--- config.mk ---
export PLATFORM = sky130hd
export DESIGN_NAME = register_scoreboard_file
export DESIGN_NICKNAME = d
export VERILOG_FILES = /design/src/rtl/register_scoreboard_file.sv
export SDC_FILE = /design/constraint.sdc
export NUM_CORES = 2
export LEC_CHECK = 0
export ABC_CLOCK_PERIOD_IN_PS = 6880
export BUFFER_PORTS_ARGS = -buffer_cell sky130_fd_sc_hd__buf_2
export CAP_MARGIN = 30
export CORE_AREA = 5 5 383 385
export CTS_CLUSTER_SIZE = 20
export DETAILED_ROUTE_END_ITERATION = 10
export DIE_AREA = 0 0 388 390
export GPL_TIMING_DRIVEN = 0
export PLACE_DENSITY_LB_ADDON = 0.1
export SYNTH_ARGS = -nofsm -noshare
export SYNTH_HDL_FRONTEND = slang
export SYNTH_SLANG_ARGS = --single-unit
--- constraint.sdc ---
create_clock -name clk -period 6.88 [get_ports clk]
set_clock_uncertainty 0.15 [all_clocks]
set_input_delay 0 -clock clk [delete_from_list [all_inputs] [get_ports clk]]
set_output_delay 0 -clock clk [all_outputs]
set_load 0.01 [all_outputs]
--- src/rtl/register_scoreboard_file.sv ---
// Register file with a per-register pending-write scoreboard for in-order issue.
// Optional macro REGFILE_BYPASS_EN forwards a same-cycle writeback to the read ports.
module register_scoreboard_file #(
    parameter int WIDTH  = 32,
    parameter int ADDR_W = 5
) (
    input  logic              clk,
    input  logic              rst_n,
    input  logic [ADDR_W-1:0] addr_a,
    input  logic [ADDR_W-1:0] addr_b,
    output logic [WIDTH-1:0]  data_a,
    output logic [WIDTH-1:0]  data_b,
    input  logic              write,
    input  logic [ADDR_W-1:0] addr_in,
    input  logic [WIDTH-1:0]  data_in,
    input  logic              reserve,
    input  logic [ADDR_W-1:0] reserve_addr,
    output logic              busy_a,
    output logic              busy_b,
    output logic              stall,
    output logic [ADDR_W:0]   pending_cnt
);
    localparam int DEPTH = 2**ADDR_W;
    localparam logic [ADDR_W:0] CNT_ONE = 1;

    logic [WIDTH-1:0]  r_regs [DEPTH];
    logic [DEPTH-1:0]  r_busy;
    logic [ADDR_W:0]   r_pending_cnt;

    logic w_wr_en;
    logic w_rsv_en;
    logic w_set_new;
    logic w_clr_busy;

    assign w_wr_en   = write   && (addr_in      != '0);
    assign w_rsv_en  = reserve && (reserve_addr != '0);
    assign w_set_new = w_rsv_en && !r_busy[reserve_addr];
    // A reservation to the register being written keeps it busy for the newer producer.
    assign w_clr_busy = w_wr_en && r_busy[addr_in] &&
                        !(w_rsv_en && (reserve_addr == addr_in));

    always_ff @(posedge clk) begin
        if (!rst_n) begin
            for (int i = 0; i < DEPTH; i++) r_regs[i] <= '0;
            r_busy        <= '0;
            r_pending_cnt <= '0;
        end else begin
            if (w_wr_en) begin
                r_regs[addr_in] <= data_in;
                r_busy[addr_in] <= 1'b0;
            end
            if (w_rsv_en) r_busy[reserve_addr] <= 1'b1;
            case ({w_set_new, w_clr_busy})
                2'b10:   r_pending_cnt <= r_pending_cnt + CNT_ONE;
                2'b01:   r_pending_cnt <= r_pending_cnt - CNT_ONE;
                default: r_pending_cnt <= r_pending_cnt;
            endcase
        end
    end

    always_comb begin
        data_a = (addr_a == '0) ? '0 : r_regs[addr_a];
        data_b = (addr_b == '0) ? '0 : r_regs[addr_b];
        busy_a = (addr_a != '0) && r_busy[addr_a];
        busy_b = (addr_b != '0) && r_busy[addr_b];
`ifdef REGFILE_BYPASS_EN
        if (w_wr_en && (addr_in == addr_a)) begin
            data_a = data_in;
            busy_a = 1'b0;
        end
        if (w_wr_en && (addr_in == addr_b)) begin
            data_b = data_in;
            busy_b = 1'b0;
        end
`endif
    end

    assign stall       = busy_a || busy_b;
    assign pending_cnt = r_pending_cnt;
endmodule
* Word-level counts from Yosys, hierarchy flattened *
Memory sizes are Yosys's and may differ from the RTL's.
Index checks and enable logic that the tools add are counted.

word-level totals
  bits in registers = 38
  RAM bits = 1,024
  input port bits = 56
  word-level logic and storage cells = 63
  memories = 1

cells by class
  $add $sub $neg = 2
  $lt $le $gt $ge = 6
  equal/unequal tests = 3
  muxes and demuxes = 25
  bitwise gates (word level) = 3
  reduce and logical (&&, ||, !) cells = 21

memory list
  memory  depth  width  read ports  clocked after memory_dff  wr ports  line  RTL
  r_regs  32     32     2           0                         32        26    logic [WIDTH-1:0] r_regs [DEPTH];

operators by type and width
  cell                   number
  $mux W32               6
  $and A32 B32 Y32       1
  $not A32 Y32           1
  $or A32 B32 Y32        1
  $reduce_or A32 Y1      1
  $lt A5 B6 Y1 const B   4
  $bmux W1 S5            4
  $reduce_bool A5 Y1     4
  $pmux W6 S2            1
  $mux W1                11
  $demux W1 S5           2
  $ge A5 B1 Y1 const B   2
  $logic_and A1 B1 Y1    10
  $logic_not A5 Y1       2
  $add A6 B1 Y6 const B  1
  $sub A6 B1 Y6 const B  1
  $eq A5 B5 Y1           1
  $mux W5                1
  $eq A2 B1 Y1 const B   1
  $eq A2 B2 Y1 const B   1
  $logic_not A1 Y1       2
  $reduce_bool A2 Y1     1
  $logic_or A1 B1 Y1     1

* Logic depth before layout (Yosys ltp) *
  word-level depth = 10
  mapped depth = 15

* Worst setup path before layout *
OpenSTA, ideal clock, no wires.

  kind = input -> register
  start point = in addr_in[3]
  end point = mem r_regs[11][0], enable pin
  arrival = 3.233 ns
  required time = 6.262 ns
  setup slack = 3.029 ns
  stages on the path = 4
  path buffers = 2
  path through = clkbuf_1 or3b_2 clkbuf_1 o21ai_0

RTL lines
  what             line  RTL
  start, declared  14    input logic [ADDR_W-1:0] addr_in,
  end, declared    26

* Final worst setup path *
  start point = in reserve_addr[0]
  end point = reg r_pending_cnt[4] (netlist: pending_cnt[4])

between the ends
  cells in the longest elaborated chain, start to end = 7

RTL lines
  what                                                                 line  RTL
  start, declared                                                      17    input logic [ADDR_W-1:0] reserve_addr,
  parallel branches: the longest is 7 deep, another holds $pmux W6 S2  -
  end signal, assigned                                                 54    2'b10: r_pending_cnt <= r_pending_cnt + CNT_ONE;
  end signal, assigned                                                 55    2'b01: r_pending_cnt <= r_pending_cnt - CNT_ONE;
  end signal, assigned                                                 56    default: r_pending_cnt <= r_pending_cnt;
  end, declared                                                        28    logic [ADDR_W:0] r_pending_cnt;

Several ways; the timed one is not identified. The select of a mux whose other input is x is not followed.
A chain may end at the register's enable or synchronous reset.

==> reports/metrics.cfg <==
[synth]
synth_seq_area_share_pct = 55.47
syn-mean-instance-area_sq_um = 15.80
yosysTopAreaCell = edfxtp_1
synth_top_cell_area_share_pct = 54.13
netlist_instances = 3595
netlist_area_sq_um = 56800
synth_edf_count = 1024
ys_types = 52
synthTopCellsByArea = edfxtp_1, mux4_2, and2_1, mux2i_1, clkbuf_1
ys.flop_type = edfxtp_1
ys_seq_elements = 1062
ys_warn_count = 0
async_flop_share_pct = 0

[critical_path]
critPathTopFamily = compound AO/OA/AOI/OAI gates
crit_required_ns = 7.40
cp-start-kind = primary input
worstSetupPathType = primary input to flip-flop
slowest_stage = a311oi_1
critPathMaxFanout = 10
r2r_slack_ns = 3.50
max_stage_delay_ns = 0.59
crit_path_frequent_cell = inv_1
path_cells = dlygate4sd3_1 -> clkbuf_1 -> buf_2 -> inv_1 -> nand2_1 -> o41ai_1 -> nor4_1 -> a311oi_1 -> ha_1 -> inv_1 -> fa_1 -> nor2b_1 -> o21a_1 -> nor3_1 -> o31ai_1 -> and2_1
cp.arrival_ns = 4.45
cp-end-kind = flip-flop
worst-path-buf-inv = 5

[final_layout]
syn_to_final_growth_pct = 15.34
num-nets-final = 4018
layout-drive-gt1-share_pct = 26.42
postLayoutCellArea_sq_um = 65520
fin_util_pct = 45.88

[sta]
rsz0062_at_grt = no
hold_violations = 0
drv_slew = 0
fmax_ghz = 0.2545
fin_crit_ns = 3.929
setup-violations-final = 0
worst_pin_slew_ns = 1.055
fin_crit_sh_pct = 57.10
relSlewSlack_pct = 29.66

[detailed_routing]
drt_iter0_markers = 4040
remaining_drc_errors = 0
drtPass1Iterations = 5
drtAntennaViolNets = 0
wire_per_inst_um = 32.31
detail_route.vias_per_cell = 5.769
wl_um = 192600
vias = 34390

[placement]
place_area_sq_um = 61260
portBuffers = 112
gp_congestion = 0.8907
post-dp-hpwl_um = 149400

[clocking]
cts.sinks = 1062
htree_levels = 3
post_cts_buffers = 0
cts_resized = 0
clk_pin_slew_worst_paths_ns = 0.07
clk_path_buf_depth = 3
cts_hold_buf = 46
clk-insertion-delay-late_ns = 0.73
cts_tree = done
cts_made_buffers = 115
root_buffer = clkbuf_16

[floorplan]
io_pins = 129
dieHeight_um = 390
initial_core_util_pct = 39.78
rows = 139
die_area_sq_um = 151300
coreArea_sq_um = 142800
die_w_um = 388

[min_path]
hp-class = primary input to flip-flop

[power]
p_leak_nw = 22.65
p_per_area_nw_per_um2 = 245.4
ir_drop_mv = 0.2313
p_total_mw = 16.08

[grt]
grt_pass1_wl_um = 269800
antenna_found_initial = 20
grt_max_degree = 27
grt_pass1_vias = 34510
track_usage_pct = 25.26
grt_overflow = 0

[status]
status = finished clean

[job]
cap_violations = 0

[cell type report]
class / count / area, sq um
diodes: 5 / 12.51
plain buffers: 386 / 1647
clock buffers: 155 / 3194
clock inverters: 60 / 555.5
fillers: 12480 / 77270
inverters: 38 / 142.6
multi-input cells: 2140 / 23970
flip-flops and latches: 1062 / 31510
well taps: 1903 / 2381
repair buffers: 213 / 2101
[power breakdown]
group	switching (mW)	total [mW]	internal (mW)
Clock	2.70	6.28	3.58
Sequential	0.171	7.61	7.44
Combinational	1.26	2.19	0.924
Total	4.13	16.1	11.9
[cell families after synthesis]
group | after synthesis | synth area share (%)
fa+ha+maj | 6 | 0.1454
buf+inv | 424 | 3.145
mux | 743 | 26.38
other cells | 1 | 0.006602
simple gates | 1124 | 12.13
compound gates | 229 | 2.634
flops | 1062 | 55.47
xor+xnor | 6 | 0.09251
[through the flow]
| stage | cells | setup TNS (ns) | hold WS [ns] | worst slack (ns) |
|---|---|---|---|---|
| final | 5962 | 0 | 0.04366 | 2.951 |
| after detailed placement | 5694 | 0 | 0.2445 | 2.856 |
| after global routing | 5957 | 0 | 0.05136 | 2.779 |
| after global placement | 5641 | -13.91 | 0.2384 | -0.2408 |
| after floorplan | 3626 | 0 | 0.04815 | 3.029 |
| after CTS | 5955 | 0 | 0.01073 | 3.035 |
[worst min-delay path: stages]
cell and delay (ns):
clkbuf_1 0.19, or3b_1 0.21, clkbuf_1 0.24, o21ai_0 0.13
a21oi_1 0.11
[state kept, by name, indices dropped and copies added, names as in the netlist]
| register | flops |
|---|---|
| r_regs | 1024 |
| r_busy | 32 |
| pending_cnt | 6 |
[cells in the final DEF, fill, tap and decap left out, types with 16 or more instances in the layout]
cell | Yosys | final
clkinv_1 | 0 | 16
buf_2 | 63 | 175
clkbuf_16 | 0 | 120
nand2_1 | 16 | 16
buf_12 | 0 | 24
and2_1 | 996 | 996
clkinv_2 | 0 | 23
conb_1 | 1 | 32
buf_8 | 0 | 19
nor2_1 | 40 | 40
mux2i_1 | 138 | 138
dfxtp_1 | 38 | 38
a21o_1 | 65 | 65
buf_4 | 21 | 21
o21ai_4 | 0 | 31
mux4_2 | 603 | 603
nand3_1 | 16 | 16
edfxtp_1 | 1024 | 1024
buf_1 | 23 | 23
clkbuf_1 | 274 | 301
dlygate4sd3_1 | 0 | 46
inv_1 | 36 | 36
o22ai_1 | 87 | 87
[Yosys cell counts (5+ instances only)]
library cell	instances
edfxtp_1	1024
buf_1	23
buf_2	63
dfxtp_1	38
nand3_1	16
or3_1	5
a21o_1	65
a21oi_1	10
nand4_1	10
clkbuf_1	274
o2111ai_1	5
buf_6	5
nand3b_1	5
nor3_1	5
and2_1	996
o21ai_0	39
ha_1	5
nand2b_1	8
nor2_1	40
mux2i_1	138
nand2_1	16
inv_1	36
buf_4	21
nor2b_1	8
o22ai_1	87
mux4_2	603
[layer usage]
layer / part of all wire (%) / vias up / global-route usage (%) / routed length [um]
li1: - / 14670 / - / -
met1: 43 / 18100 / 36.65 / 83100
met2: 46 / 1398 / 39.49 / 88480
met3: 8.7 / 216 / 5.238 / 16670
met4: 2.2 / 10 / 5.850 / 4312
met5: 0.030 / - / 0 / 58
[path summary, 6_finish.rpt]
check / startpoint / end / cells past startpoint
setup reg to reg: r_busy[6]$_SDFF_PN0_ / pending_cnt[4]$_SDFFE_PN0P_ / 13
hold reg to reg: pending_cnt[5]$_SDFFE_PN0P_ / pending_cnt[5]$_SDFFE_PN0P_ / 2
setup / recovery: reserve_addr[0] / pending_cnt[4]$_SDFFE_PN0P_ / 16
hold / removal: addr_in[4] / r_busy[16]$_SDFF_PN0_ / 5
Note: power is estimated with default switching activity, not from simulation.
